===== src/rtl/input_mode_controller.sv =====
// Keyboard-driven mode controller: decodes PS/2 scan codes into tempo/loop entry,
// cursor moves, track selection and playback requests.
module input_mode_controller #(
  parameter int unsigned CHANNELS  = 4,
  parameter int unsigned BPM_W     = 10,
  parameter int unsigned BPM_MAX   = 300,
  parameter int unsigned LOOP_W    = 7,
  parameter int unsigned LOOP_MAX  = 99,
  parameter int unsigned BLINK_DIV = 1_250_000,
  localparam int unsigned CW       = (CHANNELS > 1) ? $clog2(CHANNELS) : 1
) (
  input  logic              CLOCK_50,
  input  logic              reset,
  input  logic [7:0]        key_data,
  input  logic              key_valid,
  input  logic              play_done,
  output logic [BPM_W-1:0]  bpm,
  output logic [LOOP_W-1:0] loops,
  output logic [CW-1:0]     channel_sel,
  output logic [3:0]        direction,
  output logic              command,
  output logic              start,
  output logic [5:0]        mode,
  output logic              led_blink
);

  // Accumulator must hold the larger limit times ten plus a digit before saturating.
  localparam int unsigned AccTop = ((BPM_MAX > LOOP_MAX) ? BPM_MAX : LOOP_MAX) * 10 + 9;
  localparam int unsigned AW     = $clog2(AccTop + 1);
  localparam int unsigned DW     = (BLINK_DIV > 1) ? $clog2(BLINK_DIV) : 1;

  typedef enum logic [2:0] {StIdle, StLoop, StBpm, StMove, StChan, StPlay} state_e;

  state_e state_q, state_d;

  logic              brk_q, brk_d;
  logic              ext_q, ext_d;
  logic [AW-1:0]     acc_q, acc_d;
  logic [BPM_W-1:0]  bpm_q, bpm_d;
  logic [LOOP_W-1:0] loops_q, loops_d;
  logic [CW-1:0]     chan_q, chan_d;
  logic [3:0]        dir_q, dir_d;
  logic              cmd_q, cmd_d;
  logic [DW-1:0]     div_q, div_d;
  logic              blink_q, blink_d;

  logic              make;
  logic              digit_hit;
  logic [3:0]        digit_val;
  logic [AW-1:0]     acc_calc;
  logic [AW-1:0]     acc_lim;

  // A make byte is any valid byte that is neither a prefix nor the byte after a break.
  assign make = key_valid && !brk_q && (key_data != 8'hF0) && (key_data != 8'hE0);

  // Scan-code to decimal digit decode.
  always_comb begin
    digit_hit = 1'b1;
    digit_val = 4'd0;
    case (key_data)
      8'h45: digit_val = 4'd0;
      8'h16: digit_val = 4'd1;
      8'h1E: digit_val = 4'd2;
      8'h26: digit_val = 4'd3;
      8'h25: digit_val = 4'd4;
      8'h2E: digit_val = 4'd5;
      8'h36: digit_val = 4'd6;
      8'h3D: digit_val = 4'd7;
      8'h3E: digit_val = 4'd8;
      8'h46: digit_val = 4'd9;
      default: digit_hit = 1'b0;
    endcase
  end

  // State register.
  always_ff @(posedge CLOCK_50 or posedge reset) begin
    if (reset) state_q <= StIdle;
    else       state_q <= state_d;
  end

  // Next-state decode from make bytes and playback completion.
  always_comb begin
    state_d = state_q;
    case (state_q)
      StIdle: begin
        if (make) begin
          case (key_data)
            8'h4B: state_d = StLoop;
            8'h32: state_d = StBpm;
            8'h3A: state_d = StMove;
            8'h21: state_d = StChan;
            8'h29: if (bpm_q != '0) state_d = StPlay;
            default: ;
          endcase
        end
      end
      StLoop, StBpm, StMove, StChan: begin
        if (make && (key_data == 8'h5A || key_data == 8'h76)) state_d = StIdle;
      end
      StPlay: begin
        if (play_done || (make && key_data == 8'h76)) state_d = StIdle;
      end
      default: state_d = StIdle;
    endcase
  end

  // Outputs derived from the current state and registered pulses.
  always_comb begin
    mode      = 6'b000001;
    start     = 1'b0;
    led_blink = blink_q;
    case (state_q)
      StLoop: mode = 6'b000010;
      StBpm:  mode = 6'b000100;
      StMove: mode = 6'b001000;
      StChan: mode = 6'b010000;
      StPlay: begin
        mode      = 6'b100000;
        start     = 1'b1;
        led_blink = 1'b1;
      end
      default: begin
        mode      = 6'b000001;
        led_blink = 1'b0;
      end
    endcase
    bpm         = bpm_q;
    loops       = loops_q;
    channel_sel = chan_q;
    direction   = dir_q;
    command     = cmd_q;
  end

  // Datapath next-state: prefix flags, accumulator, committed values, pulses, blink divider.
  always_comb begin
    brk_d   = brk_q;
    ext_d   = ext_q;
    acc_d   = acc_q;
    bpm_d   = bpm_q;
    loops_d = loops_q;
    chan_d  = chan_q;
    dir_d   = 4'b0000;
    cmd_d   = 1'b0;
    div_d   = div_q;
    blink_d = blink_q;

    acc_calc = (acc_q << 3) + (acc_q << 1) + AW'(digit_val);
    acc_lim  = (state_q == StLoop) ? AW'(LOOP_MAX) : AW'(BPM_MAX);

    if (key_valid) begin
      if (brk_q) begin
        // Byte after a break is the released key; a second 0xF0 keeps the break pending.
        brk_d = (key_data == 8'hF0);
        ext_d = 1'b0;
      end else if (key_data == 8'hF0) begin
        brk_d = 1'b1;
      end else if (key_data == 8'hE0) begin
        ext_d = 1'b1;
      end else begin
        ext_d = 1'b0;
      end
    end

    if (make) begin
      case (state_q)
        StIdle: begin
          if (key_data == 8'h4B || key_data == 8'h32) acc_d = '0;
        end
        StLoop, StBpm: begin
          if (digit_hit) begin
            acc_d = (acc_calc > acc_lim) ? acc_lim : acc_calc;
          end else if (key_data == 8'h66) begin
            acc_d = acc_q / AW'(10);
          end else if (key_data == 8'h5A) begin
            if (state_q == StLoop) loops_d = LOOP_W'(acc_q);
            else                   bpm_d   = BPM_W'(acc_q);
          end
        end
        StMove: begin
          if (ext_q) begin
            case (key_data)
              8'h75: dir_d = 4'b1000;
              8'h72: dir_d = 4'b0100;
              8'h6B: dir_d = 4'b0010;
              8'h74: dir_d = 4'b0001;
              default: ;
            endcase
          end
          if (key_data == 8'h29) cmd_d = 1'b1;
        end
        StChan: begin
          if (digit_hit && digit_val != 4'd0 && 32'(digit_val) <= CHANNELS) begin
            chan_d = CW'(digit_val - 4'd1);
          end
        end
        default: ;
      endcase
    end

    if (state_d != state_q) begin
      div_d   = '0;
      blink_d = 1'b0;
    end else if (state_q == StLoop || state_q == StBpm || state_q == StMove ||
                 state_q == StChan) begin
      if (32'(div_q) >= BLINK_DIV - 1) begin
        div_d   = '0;
        blink_d = ~blink_q;
      end else begin
        div_d = div_q + DW'(1);
      end
    end else begin
      div_d   = '0;
      blink_d = 1'b0;
    end
  end

  // Datapath registers.
  always_ff @(posedge CLOCK_50 or posedge reset) begin
    if (reset) begin
      brk_q   <= 1'b0;
      ext_q   <= 1'b0;
      acc_q   <= '0;
      bpm_q   <= '0;
      loops_q <= '0;
      chan_q  <= '0;
      dir_q   <= 4'b0000;
      cmd_q   <= 1'b0;
      div_q   <= '0;
      blink_q <= 1'b0;
    end else begin
      brk_q   <= brk_d;
      ext_q   <= ext_d;
      acc_q   <= acc_d;
      bpm_q   <= bpm_d;
      loops_q <= loops_d;
      chan_q  <= chan_d;
      dir_q   <= dir_d;
      cmd_q   <= cmd_d;
      div_q   <= div_d;
      blink_q <= blink_d;
    end
  end

endmodule


===== config.mk =====
export PLATFORM = sky130hd
export DESIGN_NAME = input_mode_controller
export DESIGN_NICKNAME = d
export VERILOG_FILES = /design/src/rtl/input_mode_controller.sv
export SDC_FILE = /design/constraint.sdc
export NUM_CORES = 1
export LEC_CHECK = 0
export ABC_AREA = 0
export CAP_MARGIN = 30
export CELL_PAD_IN_SITES_DETAIL_PLACEMENT = 1
export CELL_PAD_IN_SITES_GLOBAL_PLACEMENT = 2
export CORE_MARGIN = 5
export CORE_UTILIZATION = 39
export DETAILED_ROUTE_END_ITERATION = 6
export DONT_BUFFER_PORTS = 1
export GPL_TIMING_DRIVEN = 0
export PLACE_DENSITY_LB_ADDON = 0.12
export SETUP_SLACK_MARGIN = 0.02
export SLEW_MARGIN = 20
export SYNTH_ARGS = -nofsm -noshare
export SYNTH_HDL_FRONTEND = slang
export SYNTH_SLANG_ARGS = --single-unit

===== constraint.sdc =====
create_clock -name CLOCK_50 -period 4.4 [get_ports CLOCK_50]
set_input_delay 0.44 -clock CLOCK_50 [delete_from_list [all_inputs] [get_ports CLOCK_50]]
set_output_delay 0.44 -clock CLOCK_50 [all_outputs]
set_load 0.1 [all_outputs]

==> results of run 1 <==
-- timing repair --
action                                  in CTS  in global routing
setup buffers                                8                  9
hold buffers                                 1                  0
cloned                                       0                  0
endpoints found under the setup margin       7                  9
resized for setup                           11                 36
hold endpoints to repair                    29                  0
pin swaps                                   12                 20
-- worst max-delay path: stages --
cell,delay [ns]
buf_12,0.10
nand2b_4,0.15
nand2b_4,0.15
a21oi_2,0.11
nand2_1,0.06
nand2_1,0.07
and3_1,0.17
o21a_1,0.19
ha_4,0.16
ha_4,0.14
inv_2,0.03
fa_2,0.34
nor2b_2,0.11
o21ai_1,0.07
nand2b_1,0.12
a21o_1,0.14
a21oi_2,0.07
xnor2_2,0.14
ha_1,0.32
nand2_2,0.07
o41ai_4,0.30
a21oi_2,0.11
or2_0,0.22
buf_4,0.16
a221o_1,0.34
a32oi_1,0.15
-- path summary, 6_finish.rpt --
kind	startpoint	to	cells past startpoint	slack [ns]
worst max-delay path	key_data[0]	acc_q[0]	26	0.23
worst min register to register	div_q[0]	div_q[0]	1	0.53
worst min-delay path	key_data[1]	direction[0]	1	0.18
min in group asynchronous	reset	blink_q	2	0.60
worst max register to register	acc_q[2]	acc_q[0]	17	0.43
max in group asynchronous	reset	div_q[6]	3	3.29
-- metal layers --
metal | global-route usage | share of wire | up-vias
li1 | - | - | 2233
met1 | 0.259 | 0.44 | 2302
met5 | 0 | 0 | -
met4 | 0.0443 | 0.012 | 0
met2 | 0.365 | 0.51 | 75
met3 | 0.0526 | 0.044 | 19
-- sequential cells by signal, summed over array words and instances, names as in the netlist --
| signal | flops |
|---|---|
| div_q | 21 |
| acc_q | 12 |
| bpm | 10 |
| loops | 7 |
| direction | 4 |
| state_q | 3 |
| channel_sel | 2 |
| blink_q | 1 |
| brk_q | 1 |
| command | 1 |
| ext_q | 1 |
-- area by class of cell --
type                       count  share of cell area
buffer                        34              0.0330
clock buffer                  10              0.0401
clock inverter                 6             0.00757
inverter                      22              0.0143
multi-input combinational    477               0.561
sequential                    63               0.265
tap                          172              0.0361
timing repair buffer          25              0.0431
-- cells by family (layout without fill, tap and decap cells) --
logic type,after synthesis,in the layout,synth area share
simple gates,255,255,0.254
compound gates,140,140,0.200
flops,63,63,0.317
buf+inv,57,97,0.0510
xor+xnor,33,33,0.0595
fa+ha+maj,28,28,0.0734
mux,21,21,0.0457
-- synthesized netlist by cell type, types with 3 or more instances --
| cell | instances | area (sq um) |
|---|---|---|
| nor2_1 | 81 | 304 |
| dfrtp_1 | 63 | 1580 |
| nand2_1 | 55 | 206 |
| o21ai_0 | 30 | 150 |
| a21oi_1 | 29 | 145 |
| ha_1 | 26 | 325 |
| nor3_1 | 23 | 115 |
| clkbuf_1 | 20 | 75.1 |
| inv_1 | 20 | 75.1 |
| xnor2_1 | 20 | 175 |
| nand3_1 | 18 | 90.1 |
| mux2_2 | 14 | 158 |
| xor2_1 | 12 | 105 |
| nand2b_1 | 11 | 68.8 |
| nor2b_1 | 9 | 56.3 |
| and3_1 | 8 | 50.1 |
| buf_2 | 8 | 40.0 |
| nand4_1 | 8 | 50.1 |
| mux2i_1 | 7 | 70.1 |
| a21o_1 | 6 | 45.0 |
| a31oi_1 | 6 | 37.5 |
| and2_1 | 6 | 37.5 |
| buf_4 | 6 | 45.0 |
| nor4_1 | 6 | 37.5 |
| o31ai_1 | 6 | 45.0 |
| a2111oi_0 | 5 | 43.8 |
| o211ai_1 | 5 | 37.5 |
| a32oi_1 | 4 | 35.0 |
| o21a_1 | 4 | 30.0 |
| or3_1 | 4 | 25.0 |
| or4_1 | 4 | 30.0 |
| a221o_1 | 3 | 30.0 |
| a22o_1 | 3 | 26.3 |
| nand3b_1 | 3 | 22.5 |
| nor4b_1 | 3 | 26.3 |
| o311ai_0 | 3 | 26.3 |
| o32a_1 | 3 | 30.0 |
-- power groups by stage --
stage / Clock, W / Sequential [W] / Combinational (W)
floorplan: 0 / 0.000614 / 0.000206
CTS: 0.000689 / 0.000608 / 0.000303
global placement: 0 / 0.000617 / 0.000254
finish: 0.000674 / 0.000608 / 0.000315
detailed placement: 0 / 0.000619 / 0.000297
global route: 0.000721 / 0.000610 / 0.000344
-- metrics by stage --
| step | power [W] | TNS, ns | setup slack [ns] | cells | hold slack, ns |
|---|---|---|---|---|---|
| 2_1_floorplan | 0.000819 | 0 | 0.0251 | 597 | 0.455 |
| 4_1_cts | 0.00160 | 0 | 0.0299 | 801 | 0.163 |
| 3_5_place_dp | 0.000916 | -3.89 | -0.621 | 776 | 0.338 |
| 6_report | 0.00160 | 0 | 0.229 | 809 | 0.176 |
| 5_1_grt | 0.00167 | -0.0285 | -0.0285 | 809 | 0.162 |
| 3_3_place_gp | 0.000871 | -2.65 | -0.509 | 769 | 0.484 |
==> key figures, run 1 <==
Run status
  – Status: completed

Synth
  – Sequential-to-total area share from yosys stat: 0.317
  – Post-synthesis register bit count: 63
  – Mapped Area: 0.00498 sq mm
  – Share of synthesized registers carrying an async set or reset: 1.00
  – Library cells used by synthesis: 77
  – Yosys Warn Count: 0
  – Post-Syn Area per Cell: 8.34 sq um
  – Post-Syn Nets: 637
  – Post-synth EDFFs: 0
  – Gate Count Post-Synth: 597
  – Main flop type after synthesis: dfrtp_1

Final layout
  – Multi-input combinational cell area: 0.00334 sq mm
  – Final core occ: 0.474
  – Register area: 0.00158 sq mm
  – Most common cell after layout, fill and taps aside: nor2_1
  – Most frequent cells in the layout: nor2_1 (76), dfrtp_1 (63), nand2_1 (52)
  – Final Instance Area: 0.00595 sq mm
  – ANT cells: 0
  – Fill cell count: 1,486
  – Layout cell share with drive strength beyond 1: 0.190
  – Nets@finish: 672
  – Area Overhead vs Synth: 19.5%

Placed design
  – Post-DP Area: 0.00536 sq mm
  – Post-DP HPWL: 11,700 um
  – Number of port buffers: 0
  – Gpl congestion: 0.833

Die
  – Die H: 123 um
  – Boundary pin count: 44
  – Die width: 123 um
  – Rows: 41
  – Core Area: 0.0126 sq mm
  – Die area: 0.0151 sq mm
  – Initial Util: 0.396

Detailed routing
  – Vias per cell: 5.72
  – # DRC: 0
  – 1st-pass router iterations: 4
  – Via count: 4,629
  – Detailed Route WL: 15,600 um
  – Final ANT Viol Nets: 0
  – Drt initial violations: 213
  – DR WL/cell: 19.3 um

Power
  – P_leak: 2.57 nW
  – Sequential power share: 0.381
  – Psw: 0.000522 W
  – P per Cell Area: 268 mW/mm^2
  – Combinational share of power: 0.197
  – Sw frac: 0.327
  – Int Pwr: 0.00108 W
  – Peak VDD IR: 0.169 mV
  – Clock power frac: 0.422

Clock tree
  – Root buffer cell: clkbuf_16
  – Worst-path clk slew: 0.05 ns
  – H-tree lvl count: 3
  – TritonCTS Buffers: 9
  – Clock Sink Count: 63
  – CTS tree: done
  – Longest Clk Path Bufs: 2
  – Clock Latency Late Sink: 0.33 ns

Setup path
  – Critical path endpoint category: register
  – CP arrival: 4.42 ns
  – WS Path Type: in2reg
  – Crit start category: input pin
  – Crit Path Max Fanout: 6
  – Required time of the critical path: 4.65 ns

Timing
  – Final slew viol count: 0
  – F_max: 240 MHz
  – Fin crit share: 0.948
  – Final hold vios: 0
  – Final setup viols: 0
  – Slew at the pin closest to its max-slew limit: 0.988 ns
  – Fin crit period: 4.17 ns
  – Clk_skew: 0.00417 ns
  – RSZ-0062 raised after global routing: yes
  – Slew headroom: 0.341

GRT
  – First-pass GRT wire length: 25,000 um
  – Vias in the first global route: 4,785
  – Initial antenna violation count: 0
  – Total gr overflow: 0
  – All-Layer GR Usage: 0.208
  – Largest net degree at the start of global routing: 35

Flow run
  – Number of max-cap violations: 0

Hold path
  – Hold Crit Class: in2reg
No activity file was read; power rests on OpenSTA's default activity.
==> inputs of run 2 (changes only) <==
CORE_ASPECT_RATIO = 0.7   (was default)
CORE_MARGIN = 3   (was 5)
==> run 2 against run 1 <==
Against the previous run: clock-buffer cell count is 1 lower; non-clock buffer count is 2 lower; final area is 2.3% lower; clock power is 3.9% lower; sequential share of layout area is 0.62 points higher; clock skew is 0.0038 ns higher; first-iteration DRC count is 13% higher; sequential power hardly changed; the flow now finishes with violations (negative hold slack).
==> key figures, run 2 (synthesis gave the netlist of run 1 again) <==
Run status
  – Status: complete, but fails checks
  – Failing checks: negative hold slack

Setup path
  – WS Path Type: in2reg
  – Most used cell, CP: a21oi_2
  – Max incr delay on CP: 0.59 ns
  – CP max-delay cell: fa_1
  – Critical path endpoint category: register
  – CP arrival: 4.55 ns
  – Required time of the critical path: 4.65 ns
  – Crit start category: input pin
  – Crit Path Max Fanout: 8
  – R2R cell count: 17
  – Crit path cell chain: clkbuf_4 > nand2_4 > nor3_1 > a31oi_1 > nor4b_4 > fa_1 > inv_1 > fa_2 > nor2b_1 > o21ai_1 > nand2b_1 > a21o_1 > a21oi_2 > xnor2_2 > ha_1 > nand2_2 > o41ai_2 > a21oi_2 > or2_0 > buf_4 > a221o_1 > a32oi_1

Placed design
  – Gpl congestion: 0.841
  – Number of port buffers: 0
  – Post-DP HPWL: 12,100 um

Final layout
  – Biggest register: div_q
  – Layout cell share with drive strength beyond 1: 0.170
  – Most common cell after layout, fill and taps aside: nor2_1
  – Max FFs per register: 21
  – Final core occ: 0.481
  – Nets@finish: 670
  – Fill cell count: 1,428
  – ANT cells: 0
  – Most frequent cells in the layout: nor2_1 (77), dfrtp_1 (63), nand2_1 (53)
  – Area Overhead vs Synth: 16.8%

Die
  – Die H: 101 um
  – Rows: 33
  – Die width: 141 um
  – Initial Util: 0.412
  – Boundary pin count: 44
  – Die area: 0.0142 sq mm
  – Core Area: 0.0121 sq mm

Timing
  – F_max: 232 MHz
  – Final setup viols: 0
  – Hold WS: -0.00894 ns
  – Slew headroom: 0.353
  – Final slew viol count: 0
  – RSZ-0062 raised after global routing: yes
  – Final hold vios: 2
  – Fin crit period: 4.30 ns
  – Clk_skew: 0.00801 ns
  – Slew at the pin closest to its max-slew limit: 0.970 ns
  – Fin crit share: 0.978
  – Total negative slack: 0 ns

Clock tree
  – CTS tree: done
  – Clock Sink Count: 63
  – Worst-path clk slew: 0.06 ns
  – Root buffer cell: clkbuf_16
  – Longest Clk Path Bufs: 2
  – H-tree lvl count: 3
  – Clock Latency Late Sink: 0.33 ns
  – Cts hold-fix bufs: 0
  – TritonCTS Buffers: 9

Detailed routing
  – 1st-pass router iterations: 4
  – Detailed Route WL: 15,700 um
  – Vias per cell: 5.92
  – Via count: 4,688
  – Drt initial violations: 241
  – # DRC: 0
  – DR WL/cell: 19.8 um
  – Final ANT Viol Nets: 0

GRT
  – Largest net degree at the start of global routing: 35
  – First-pass GRT wire length: 26,100 um
  – Total gr overflow: 0
  – Vias in the first global route: 4,844
  – Initial antenna violation count: 0
  – All-Layer GR Usage: 0.228

Hold path
  – Hold Crit Class: in2async

Flow run
  – Number of max-cap violations: 0

Power
  – P_leak: 2.53 nW
  – Peak VDD IR: 0.186 mV
  – P per Cell Area: 269 mW/mm^2
-- run 2: per-stage QoR --
| stage | total power [W] | setup slack [ns] | hold slack, ns | std cells | instance area (sq um) |
|---|---|---|---|---|---|
| after CTS | 0.00158 | 0.0348 | 0.00973 | 787 | 5740 |
| after global routing | 0.00164 | -0.146 | 0.0208 | 792 | 5820 |
| after floorplan | 0.000819 | 0.0251 | 0.455 | 597 | 5010 |
| after global placement | 0.000870 | -0.485 | 0.482 | 754 | 5210 |
| final | 0.00156 | 0.0966 | -0.00894 | 792 | 5820 |
| after detailed placement | 0.000914 | -0.558 | 0.371 | 760 | 5330 |
-- run 2: final timing paths --
kind	startpoint	to	slack (ns)
hold reg to reg	div_q[0]	div_q[0]	0.52
setup reg to reg	acc_q[2]	acc_q[0]	0.37
setup / recovery	key_data[4]	acc_q[0]	0.1
min in group CLOCK_50	key_data[1]	direction[0]	0.18
hold / removal	reset	loops[2]	-0.009
max in group asynchronous	reset	direction[1]	3.87
-- run 2: cell type report --
cell class                 count  area, sq um  share of cell area
multi-input combinational    477         3270               0.561
sequential                    63         1580               0.271
timing repair buffer          23          231              0.0398
clock buffer                   9          225              0.0387
tap                          157          196              0.0338
buffer                        34          188              0.0323
inverter                      22         85.1              0.0146
clock inverter                 7         50.0             0.00860
-- run 2: timing repair --
action	4_1_cts	5_1_grt
hold endpoints to repair	0	0
gates cloned	0	0
endpoints found under the setup margin	4	9
setup buffers	11	6
resized for setup	11	15
pin swaps	11	21
-- run 2: worst max-delay path: cells and delay by family --
kind,cells,cell delay [ns]
buffers and inverters,3,0.40
AO/OA/AOI/OAI,8,1.45
adder cells (fa/ha/maj),3,1.31
XOR/XNOR,1,0.14
AND/OR/NAND/NOR,7,0.79
-- run 2: power by group --
part           total, W  switching, W  internal (W)
combinational  0.000306      0.000224     0.0000823
clock          0.000648      0.000268      0.000380
sequential     0.000609     0.0000168      0.000592
total           0.00156      0.000509       0.00105
-- run 2: routing by layer --
metal / track usage / share of wire / wire length, um
met3: 0.0413 / 0.052 / 813
met2: 0.335 / 0.42 / 6630
met1: 0.350 / 0.52 / 8110
met4: 0.0417 / 0.0092 / 145
met5: 0 / 0 / 0
